$ cat config.mk
export PLATFORM = sky130hd
export DESIGN_NAME = data_mem_sub
export DESIGN_NICKNAME = d
export VERILOG_FILES = /design/src/rtl/data_mem_sub_pkg.sv /design/src/rtl/dm_ram_be.sv /design/src/rtl/data_mem_sub.sv
export SDC_FILE = /design/constraint.sdc
export NUM_CORES = 1
export LEC_CHECK = 0
export BUFFER_PORTS_ARGS = -buffer_cell sky130_fd_sc_hd__buf_2
export CAP_MARGIN = 20
export CORE_UTILIZATION = 40
export CTS_CLUSTER_DIAMETER = 40
export DETAILED_ROUTE_END_ITERATION = 10
export MAX_ROUTING_LAYER = met4
export PLACE_DENSITY = 0.67
export SLEW_MARGIN = 0
export SYNTH_ARGS = -nofsm -noshare
export SYNTH_HDL_FRONTEND = slang
export SYNTH_SLANG_ARGS = --single-unit
$ cat constraint.sdc
create_clock -name clk -period 3.7 [get_ports clk]
set_input_delay 0 -clock clk [delete_from_list [all_inputs] [get_ports clk]]
set_output_delay 0 -clock clk [all_outputs]
set_load 0.02 [all_outputs]
$ cat src/rtl/data_mem_sub_pkg.sv
// Shared size codes, FSM states and load/alignment helpers for the MEM-stage data memory.
package data_mem_sub_pkg;

    typedef enum logic [1:0] {
        SZ_BYTE = 2'b00,
        SZ_HALF = 2'b01,
        SZ_WORD = 2'b10,
        SZ_RSVD = 2'b11
    } size_e;

    typedef enum logic {
        ST_INIT = 1'b0,
        ST_IDLE = 1'b1
    } state_e;

    function automatic logic is_misaligned(input logic [1:0] size, input logic [1:0] lane);
        logic bad;
        case (size)
            SZ_BYTE: bad = 1'b0;
            SZ_HALF: bad = lane[0];
            SZ_WORD: bad = (lane != 2'b00);
            default: bad = 1'b1;
        endcase
        return bad;
    endfunction

    // Shift the addressed field down to bit 0, then sign- or zero-extend it.
    function automatic logic [31:0] extend_load(input logic [31:0] word, input logic [1:0] lane,
                                                input logic [1:0] size, input logic uns);
        logic [31:0] shifted;
        logic [31:0] result;
        shifted = word >> {lane, 3'b000};
        case (size)
            SZ_BYTE: result = uns ? {24'h0, shifted[7:0]} : {{24{shifted[7]}}, shifted[7:0]};
            SZ_HALF: result = uns ? {16'h0, shifted[15:0]} : {{16{shifted[15]}}, shifted[15:0]};
            default: result = word;
        endcase
        return result;
    endfunction

endpackage

$ cat src/rtl/dm_ram_be.sv
// DEPTH x 32 synchronous RAM with per-byte write enables and a registered read port.
module dm_ram_be #(
    parameter int DEPTH = 32,
    parameter int IDX_W = $clog2(DEPTH)
) (
    input  logic             clk,
    input  logic             clrn,
    input  logic [3:0]       be,
    input  logic             re,
    input  logic [IDX_W-1:0] idx,
    input  logic [31:0]      wdata,
    output logic [31:0]      rdata
);

    logic [31:0] mem [DEPTH];

    always_ff @(posedge clk) begin
        for (int i = 0; i < 4; i++) begin
            if (be[i]) begin
                mem[idx][8*i +: 8] <= wdata[8*i +: 8];
            end
        end
    end

    // Read register only moves on a load so the last result stays visible.
    always_ff @(posedge clk or negedge clrn) begin
        if (!clrn) begin
            rdata <= '0;
        end else if (re) begin
            rdata <= mem[idx];
        end
    end

endmodule

$ cat src/rtl/data_mem_sub.sv
// MEM-stage data memory: byte/half/word stores with lane merge, extended sub-word loads,
// alignment faults and an optional post-reset clear sweep.
module data_mem_sub
    import data_mem_sub_pkg::*;
#(
    parameter int DEPTH      = 32,
    parameter int ADDR_W     = 32,
    parameter int INIT_CLEAR = 1
) (
    input  logic              clk,
    input  logic              clrn,
    input  logic              req,
    input  logic              we,
    input  logic [1:0]        size,
    input  logic              uns,
    input  logic [ADDR_W-1:0] addr,
    input  logic [31:0]       wdata,
    output logic              ready,
    output logic [31:0]       rdata,
    output logic              rvalid,
    output logic              exc,
    output logic [ADDR_W-1:0] exc_addr
);

    localparam int IDX_W = $clog2(DEPTH);

    state_e            state_q, state_d;
    logic [IDX_W-1:0]  cnt_q, cnt_d;
    logic              ready_q, ready_d;
    logic              init_we;

    logic [1:0]        lane;
    logic              misaligned, accept, fault, do_store, do_load;
    logic [3:0]        store_be;
    logic [31:0]       store_data;

    logic [3:0]        ram_be;
    logic              ram_re;
    logic [IDX_W-1:0]  ram_idx;
    logic [31:0]       ram_wdata, ram_q;

    logic              rvalid_q, exc_q;
    logic [ADDR_W-1:0] exc_addr_q;
    logic [1:0]        ld_lane_q, ld_size_q;
    logic              ld_uns_q;

    always_ff @(posedge clk or negedge clrn) begin
        if (!clrn) begin
            state_q <= (INIT_CLEAR != 0) ? ST_INIT : ST_IDLE;
            cnt_q   <= '0;
            ready_q <= 1'b0;
        end else begin
            state_q <= state_d;
            cnt_q   <= cnt_d;
            ready_q <= ready_d;
        end
    end

    // ready is registered so it reads 0 during reset even when no sweep is configured.
    always_comb begin
        state_d = state_q;
        cnt_d   = cnt_q;
        ready_d = ready_q;
        init_we = 1'b0;
        case (state_q)
            ST_INIT: begin
                init_we = 1'b1;
                cnt_d   = cnt_q + 1'b1;
                if (cnt_q == IDX_W'(DEPTH - 1)) begin
                    state_d = ST_IDLE;
                    ready_d = 1'b1;
                end
            end
            ST_IDLE: ready_d = 1'b1;
            default: state_d = ST_IDLE;
        endcase
    end

    assign lane       = addr[1:0];
    assign misaligned = is_misaligned(size, lane);
    assign accept     = ready_q && req;
    assign fault      = accept && misaligned;
    assign do_store   = accept && !misaligned && we;
    assign do_load    = accept && !misaligned && !we;

    // Replicating the store data lets the byte enables alone pick the destination lanes.
    always_comb begin
        store_be   = 4'b1111;
        store_data = wdata;
        case (size)
            SZ_BYTE: begin
                store_be   = 4'b0001 << lane;
                store_data = {4{wdata[7:0]}};
            end
            SZ_HALF: begin
                store_be   = lane[1] ? 4'b1100 : 4'b0011;
                store_data = {2{wdata[15:0]}};
            end
            default: ;
        endcase
    end

    always_comb begin
        ram_be    = '0;
        ram_re    = 1'b0;
        ram_idx   = addr[IDX_W+1:2];
        ram_wdata = store_data;
        if (init_we) begin
            ram_be    = 4'b1111;
            ram_idx   = cnt_q;
            ram_wdata = '0;
        end else begin
            if (do_store) begin
                ram_be = store_be;
            end
            ram_re = do_load;
        end
    end

    dm_ram_be #(
        .DEPTH (DEPTH),
        .IDX_W (IDX_W)
    ) u_ram (
        .clk   (clk),
        .clrn  (clrn),
        .be    (ram_be),
        .re    (ram_re),
        .idx   (ram_idx),
        .wdata (ram_wdata),
        .rdata (ram_q)
    );

    always_ff @(posedge clk or negedge clrn) begin
        if (!clrn) begin
            rvalid_q   <= 1'b0;
            exc_q      <= 1'b0;
            exc_addr_q <= '0;
            ld_lane_q  <= '0;
            ld_size_q  <= '0;
            ld_uns_q   <= 1'b0;
        end else begin
            rvalid_q <= do_load;
            exc_q    <= fault;
            if (fault) begin
                exc_addr_q <= addr;
            end
            if (do_load) begin
                ld_lane_q <= lane;
                ld_size_q <= size;
                ld_uns_q  <= uns;
            end
        end
    end

    assign ready    = ready_q;
    assign rvalid   = rvalid_q;
    assign exc      = exc_q;
    assign exc_addr = exc_addr_q;
    assign rdata    = extend_load(ram_q, ld_lane_q, ld_size_q, ld_uns_q);

endmodule

==> results of run 1 <==
[worst max-delay path by stage]
stage | startpoint | endpoint | slack, ps | depth (start not counted)
2_1_floorplan | state_q$_DFF_PN0_ | u_ram.mem[0][11]$_DFFE_PP_ | 480 | 6
3_3_place_gp | state_q$_DFF_PN0_ | u_ram.rdata[1]$_DFFE_PN0P_ | 120 | 9
3_5_place_dp | state_q$_DFF_PN0_ | u_ram.rdata[1]$_DFFE_PN0P_ | 80 | 9
4_1_cts | state_q$_DFF_PN0_ | u_ram.rdata[1]$_DFFE_PN0P_ | 90 | 9
5_1_grt | state_q$_DFF_PN0_ | u_ram.rdata[1]$_DFFE_PN0P_ | 60 | 9
6_report | state_q$_DFF_PN0_ | u_ram.rdata[1]$_DFFE_PN0P_ | 180 | 9
[cell usage in the layout, fill, tap and decap left out, types with 26 or more instances in the layout]
cell           instances
a21oi_1               26
a22oi_1               35
buf_2                136
buf_4                269
clkbuf_1              27
clkbuf_16            122
dfrtp_1               77
dlygate4sd3_1         45
edfxtp_1            1024
mux2_2                42
mux2i_1              326
mux4_2               102
nand2_1              110
nor2_1                56
nor3_1               129
o21ai_0               30
o22ai_1              148
[routing by layer]
metal | routed length (um) | track usage (%) | part of all wire [%] | vias up
met3 | 16800 | 8.19 | 13 | 244
met2 | 56200 | 33.4 | 44 | 1640
met4 | 3760 | 7.06 | 2.9 | 0
met1 | 50600 | 31.0 | 40 | 13269
met5 | 0 | - | 0 | -
li1 | - | - | - | 10883
[sequential cells by signal (all words and copies together) (netlist names)]
register	flops
u_ram.mem	1024
u_ram.rdata	32
ld_lane_q	2
state_q	1
exc	1
exc_addr	32
ready	1
ld_size_q	2
rvalid	1
cnt_q	5
ld_uns_q	1
[timing repair]
action | CTS | global route
hold endpoints to repair | 132 | 0
hold buffers | 45 | 0
setup endpoints to repair | 0 | 1
[cell usage after synthesis, types with 10 or more instances]
| cell type | n |
|---|---|
| a31oi_1 | 23 |
| o21ai_1 | 12 |
| edfxtp_1 | 1024 |
| a22oi_1 | 35 |
| nor4_1 | 14 |
| nor2b_1 | 12 |
| buf_6 | 11 |
| mux2_2 | 43 |
| o22ai_1 | 148 |
| dfrtp_1 | 78 |
| nor2_1 | 56 |
| nor3_1 | 130 |
| buf_1 | 13 |
| or4_1 | 18 |
| a21oi_1 | 26 |
| clkbuf_1 | 80 |
| a221oi_1 | 10 |
| mux4_2 | 102 |
| mux2i_1 | 327 |
| o21ai_0 | 30 |
| nand2_1 | 110 |
| buf_2 | 53 |
| and2_1 | 17 |
[where the power goes]
| group | switching, uW | internal, uW | leakage [uW] | total (uW) |
|---|---|---|---|---|
| Clock | 5080 | 7100 | 0.00200 | 12200 |
| Sequential | 318 | 13900 | 0.0103 | 14200 |
| Combinational | 1620 | 838 | 0.00638 | 2460 |
[kinds of logic after synthesis]
group	Yosys count	synth area share (%)
flip-flops	1102	74.6
multiplexers	473	13.9
AND/OR/NAND/NOR	392	4.48
AO/OA/AOI/OAI	331	5.02
buffers and inverters	175	1.92
XOR/XNOR	3	0.0600
adder cells (fa/ha/maj)	2	0.0571
[critical path, delay by kind of cell (launching register included)]
family | cells | cell delay [ps]
AO/OA/AOI/OAI | 3 | 480
AND/OR/NAND/NOR | 1 | 700
flip-flops | 1 | 720
buffers and inverters | 3 | 660
multiplexers | 2 | 840
[layout make-up]
class	instances	area, um^2
diodes	4	10.0
clock buffers	161	3320
clock inverters	70	792
fillers	8904	56100
inverters	9	33.8
multi-input cells	1202	10400
flip-flops and latches	1102	32700
well taps	1414	1770
repair buffers	468	3510
[per-stage QoR]
stage               util (%)  worst slack, ps  cells
finish                  48.4              184   4430
global route            48.4             65.0   4429
CTS                     48.3             86.6   4423
detailed placement      44.1             83.0   4147
global placement        44.1              119   4146
floorplan                  -              475   2478
==> flow_summary.toml, run 1 <==
[die]
design.core.area_um2 = 109000
die_h_um = 333
row_count = 121
die_width_um = 333
die-area_um2 = 111000
start_util_pct = 40.3
io_pins = 138

[timing]
period_minus_slack_ps = 3520
fin_skew_ps = 55.9
rsz0062_at_grt = "false"
max_freq_mhz = 284
worstMarginPinSlew_ps = 1220
setup-violations-final = 0
slew_headroom_pct = 18.4
drv_slew = 0
finalHoldWorstSlack_ps = 37.6
finalHoldViolCount = 0
fin_tns_setup_ps = 0
post-route-period-util_pct = 95.0

[yosys]
netlist_area_um2 = 43800
synth_top_area_cell = "edfxtp_1"
ys_seq_area_share_pct = 74.6
synth-async-reset-ratio_pct = 7.08
ys_ff_latch = 1102
ys_warn_count = 0
avgSynthCellArea_um2 = 17.7
netlist_top_cells_area = "edfxtp_1 70%, mux2i_1 7.5%, mux4_2 5.2%"
synth_nets = 2551
synth_edf_count = 1024
ys_types = 51
synth_ff_type = "edfxtp_1"
synth_top_area_share_pct = 70.2
synthCells = 2478

[global_routing]
grt_pass1_vias = 25590
grt_pass1_wl_um = 181000
grt_util_all_layers_pct = 23.2
grt_antenna_before_repair = 6
grt_max_degree = 59
overflow = 0

[route]
ant_nets = 0
via_per_inst = 5.88
drt_iter0_drc = 3281
drc_errors = 0
num_vias = 26036
firstDrtPassIters = 6
wire_per_inst_um = 28.8
wirelength_um = 127000

[cells_and_area]
area_delta_synth_final_pct = 19.9
stdcell_area_um2 = 52600
layout.nets = 2977
post_route_cells_drive_above_1_share_pct = 27.3

[cts]
cts_tree = "built"
numCtsBuffers = 121
cts-root-buf = "clkbuf_16"
path_clk_slew_ps = 70
cts_max_level = 3
clock_sinks = 1102
clk_latency_ps = 720
cts_buffer_depth = 3
cts_resized = 0
post_cts_buffers = 0

[min_path]
hold_path.class = "in -> reg"
hp-start = "wdata[10]"
whs_path_depth = 4
holdPathEnd = "u_ram.mem[25][10]$_DFFE_PP_"

[critical_path]
crit_required_ps = 4300
ff2ff_path_depth = 9
critPathMaxFanout = 29
end_kind = "flop"
slowest_stage = "dfrtp_2"
cpMostUsedCell = "buf_12"
start_kind = "flop"
slowest_delay_ps = 720
crit_type = "reg -> reg"
r2r_slack_ps = 180
crit_chain = "mux2_8 > buf_12 > buf_12 > mux2i_1 > o22ai_1 > nor4_1 > buf_4 > a31o_2 > o21ai_0"
crit_arrival_ps = 4110
reg2reg_to = "u_ram.rdata[1]$_DFFE_PN0P_"
worstReg2RegStart = "state_q$_DFF_PN0_"

[job]
drv_cap = 0

[power_and_ir_drop]
power_density_nw_per_um2 = 548
p_leak_uw = 0.0187
power.total_uw = 28800
ir_drop_mv = 0.397

[placed_design]
io_buffers = 137
dpl_cell_area_um2 = 47900
gp_congestion = 0.932
hpwlAfterDp_um = 84400

[outcome]
status = "completed"
(Power assumes the default switching activity.)
==> run 2, diff against run 1 <==
BUFFER_PORTS_ARGS = -buffer_cell sky130_fd_sc_hd__clkbuf_2   (was -buffer_cell sky130_fd_sc_hd__buf_2)
==> run 2 against run 1 <==
Count of clock-buffer cells in the layout down 5. Via count rose by 1.2%. Wire length grew 0.88%. Critical endpoint is now u_ram.rdata[20]$_DFFE_PN0P_. Power grew 1.7%. Critical path type unchanged. Sequential power hardly changed.
==> flow_summary.toml, run 2 (synthesis results as in run 1) <==
[outcome]
status = "completed"

[cells_and_area]
final-instance-count-excl-fill = 4426
top_register = "u_ram.mem"
largest_register_ffs = 1024
final_cell_mix = "1024 x edfxtp_1, 326 x mux2i_1, 257 x buf_4, 148 x o22ai_1, 138 x clkbuf_2"
final_common_cell = "edfxtp_1"
fin_util_pct = 48.4
area_delta_synth_final_pct = 20.2
post_route_cells_drive_above_1_share_pct = 27.2
layout.nets = 2981
n_antenna_cell = 0

[cts]
ctsHoldBuffers = 50
path_clk_slew_ps = 60
numCtsBuffers = 130
clk_latency_ps = 740
clock_sinks = 1102
cts-root-buf = "clkbuf_16"
cts_resized = 0
post_cts_buffers = 0
cts_max_level = 4
cts_tree = "built"
cts_buffer_depth = 3

[timing]
setup-violations-final = 0
max_freq_mhz = 286
drv_slew = 0
post-route-period-util_pct = 94.4
rsz0062_at_grt = "false"
fin_skew_ps = 34.5
finalHoldViolCount = 0
worst_slack_ps = 206
period_minus_slack_ps = 3490
worstMarginPinSlew_ps = 1060
fin_tns_setup_ps = 0
slew_headroom_pct = 28.8

[min_path]
holdPathEnd = "u_ram.mem[17][19]$_DFFE_PP_"
hp-start = "wdata[19]"
hold_path.class = "in -> reg"
whs_path_depth = 4

[critical_path]
crit_arrival_ps = 4090
crit_required_ps = 4300
reg2reg_to = "u_ram.rdata[20]$_DFFE_PN0P_"
critPathMaxFanout = 22
startpoint = "state_q$_DFF_PN0_"
worstReg2RegStart = "state_q$_DFF_PN0_"
slowest_stage = "o21ai_2"
ff2ff_path_depth = 7
r2r_slack_ps = 210
slowest_delay_ps = 770
start_kind = "flop"
end_kind = "flop"
crit_type = "reg -> reg"
crit_chain = "buf_4 > and4bb_2 > o21ai_2 > o22ai_1 > or4_1 > a2111oi_0 > a31oi_1"

[die]
die_width_um = 333
row_count = 121
die_h_um = 333
die-area_um2 = 111000
io_pins = 138
start_util_pct = 40.3
design.core.area_um2 = 109000

[global_routing]
grt_antenna_before_repair = 2
grt_pass1_vias = 25950
grt_pass1_wl_um = 184000
grt_util_all_layers_pct = 23.7
overflow = 0
grt_max_degree = 58

[route]
firstDrtPassIters = 8
drt_iter0_drc = 3761
drc_errors = 0
ant_nets = 0
via_per_inst = 5.95
num_vias = 26356
wire_per_inst_um = 29.0
wirelength_um = 128000

[placed_design]
gp_congestion = 0.994
hpwlAfterDp_um = 85900
dp_cells = 4129
io_buffers = 137
pre_cts_ws_ps = 369

[power_and_ir_drop]
power.total_uw = 29300
power_density_nw_per_um2 = 557
p_leak_uw = 0.0187
ir_drop_mv = 0.502

[job]
drv_cap = 0
==> run 2: worst max-delay path: cells and delay by family (launching register included) <==
kind,cells,cell delay [ps]
AND/OR/NAND/NOR,2,860
buffers and inverters,1,260
AO/OA/AOI/OAI,4,1590
flip-flops,1,630
==> run 2: power by group <==
group	internal [uW]	switching (uW)	leakage, uW
sequential	13900	285	0.0103
clock	7410	5230	0.00207
combinational	845	1680	0.00634
==> run 2: final cells by class <==
type                            count  area (um^2)
Inverter                            9         33.8
Multi-Input combinational cell   1201        10400
Sequential cell                  1102        32700
Fill cell                        8828        56000
Clock inverter                     80          810
Clock buffer                      156         3490
Tap cell                         1414         1770
Timing Repair Buffer              464         3440
==> run 2: metrics by stage <==
step                area [um^2]  hold WS, ps
CTS                       52500         3.00
global route              52700         48.5
floorplan                 43800         -296
finish                    52700         27.8
global placement          47700          131
detailed placement        47700          165
==> run 2: per-layer routing <==
| metal | global-route usage (%) | routed length, um | vias up |
|---|---|---|---|
| met5 | - | 0 | - |
| met4 | 7.41 | 3600 | 0 |
| met3 | 8.33 | 17900 | 268 |
| met2 | 33.7 | 56600 | 1834 |
| met1 | 31.7 | 50400 | 13383 |
| li1 | - | - | 10871 |
==> run 2: worst max path at each step <==
stage,endpoint,cells past startpoint
after CTS,u_ram.rdata[22]$_DFFE_PN0P_,7
after detailed placement,u_ram.rdata[20]$_DFFE_PN0P_,7
after global placement,u_ram.rdata[4]$_DFFE_PN0P_,7
final,u_ram.rdata[20]$_DFFE_PN0P_,7
after global routing,u_ram.rdata[20]$_DFFE_PN0P_,7
after floorplan,u_ram.mem[0][11]$_DFFE_PP_,6
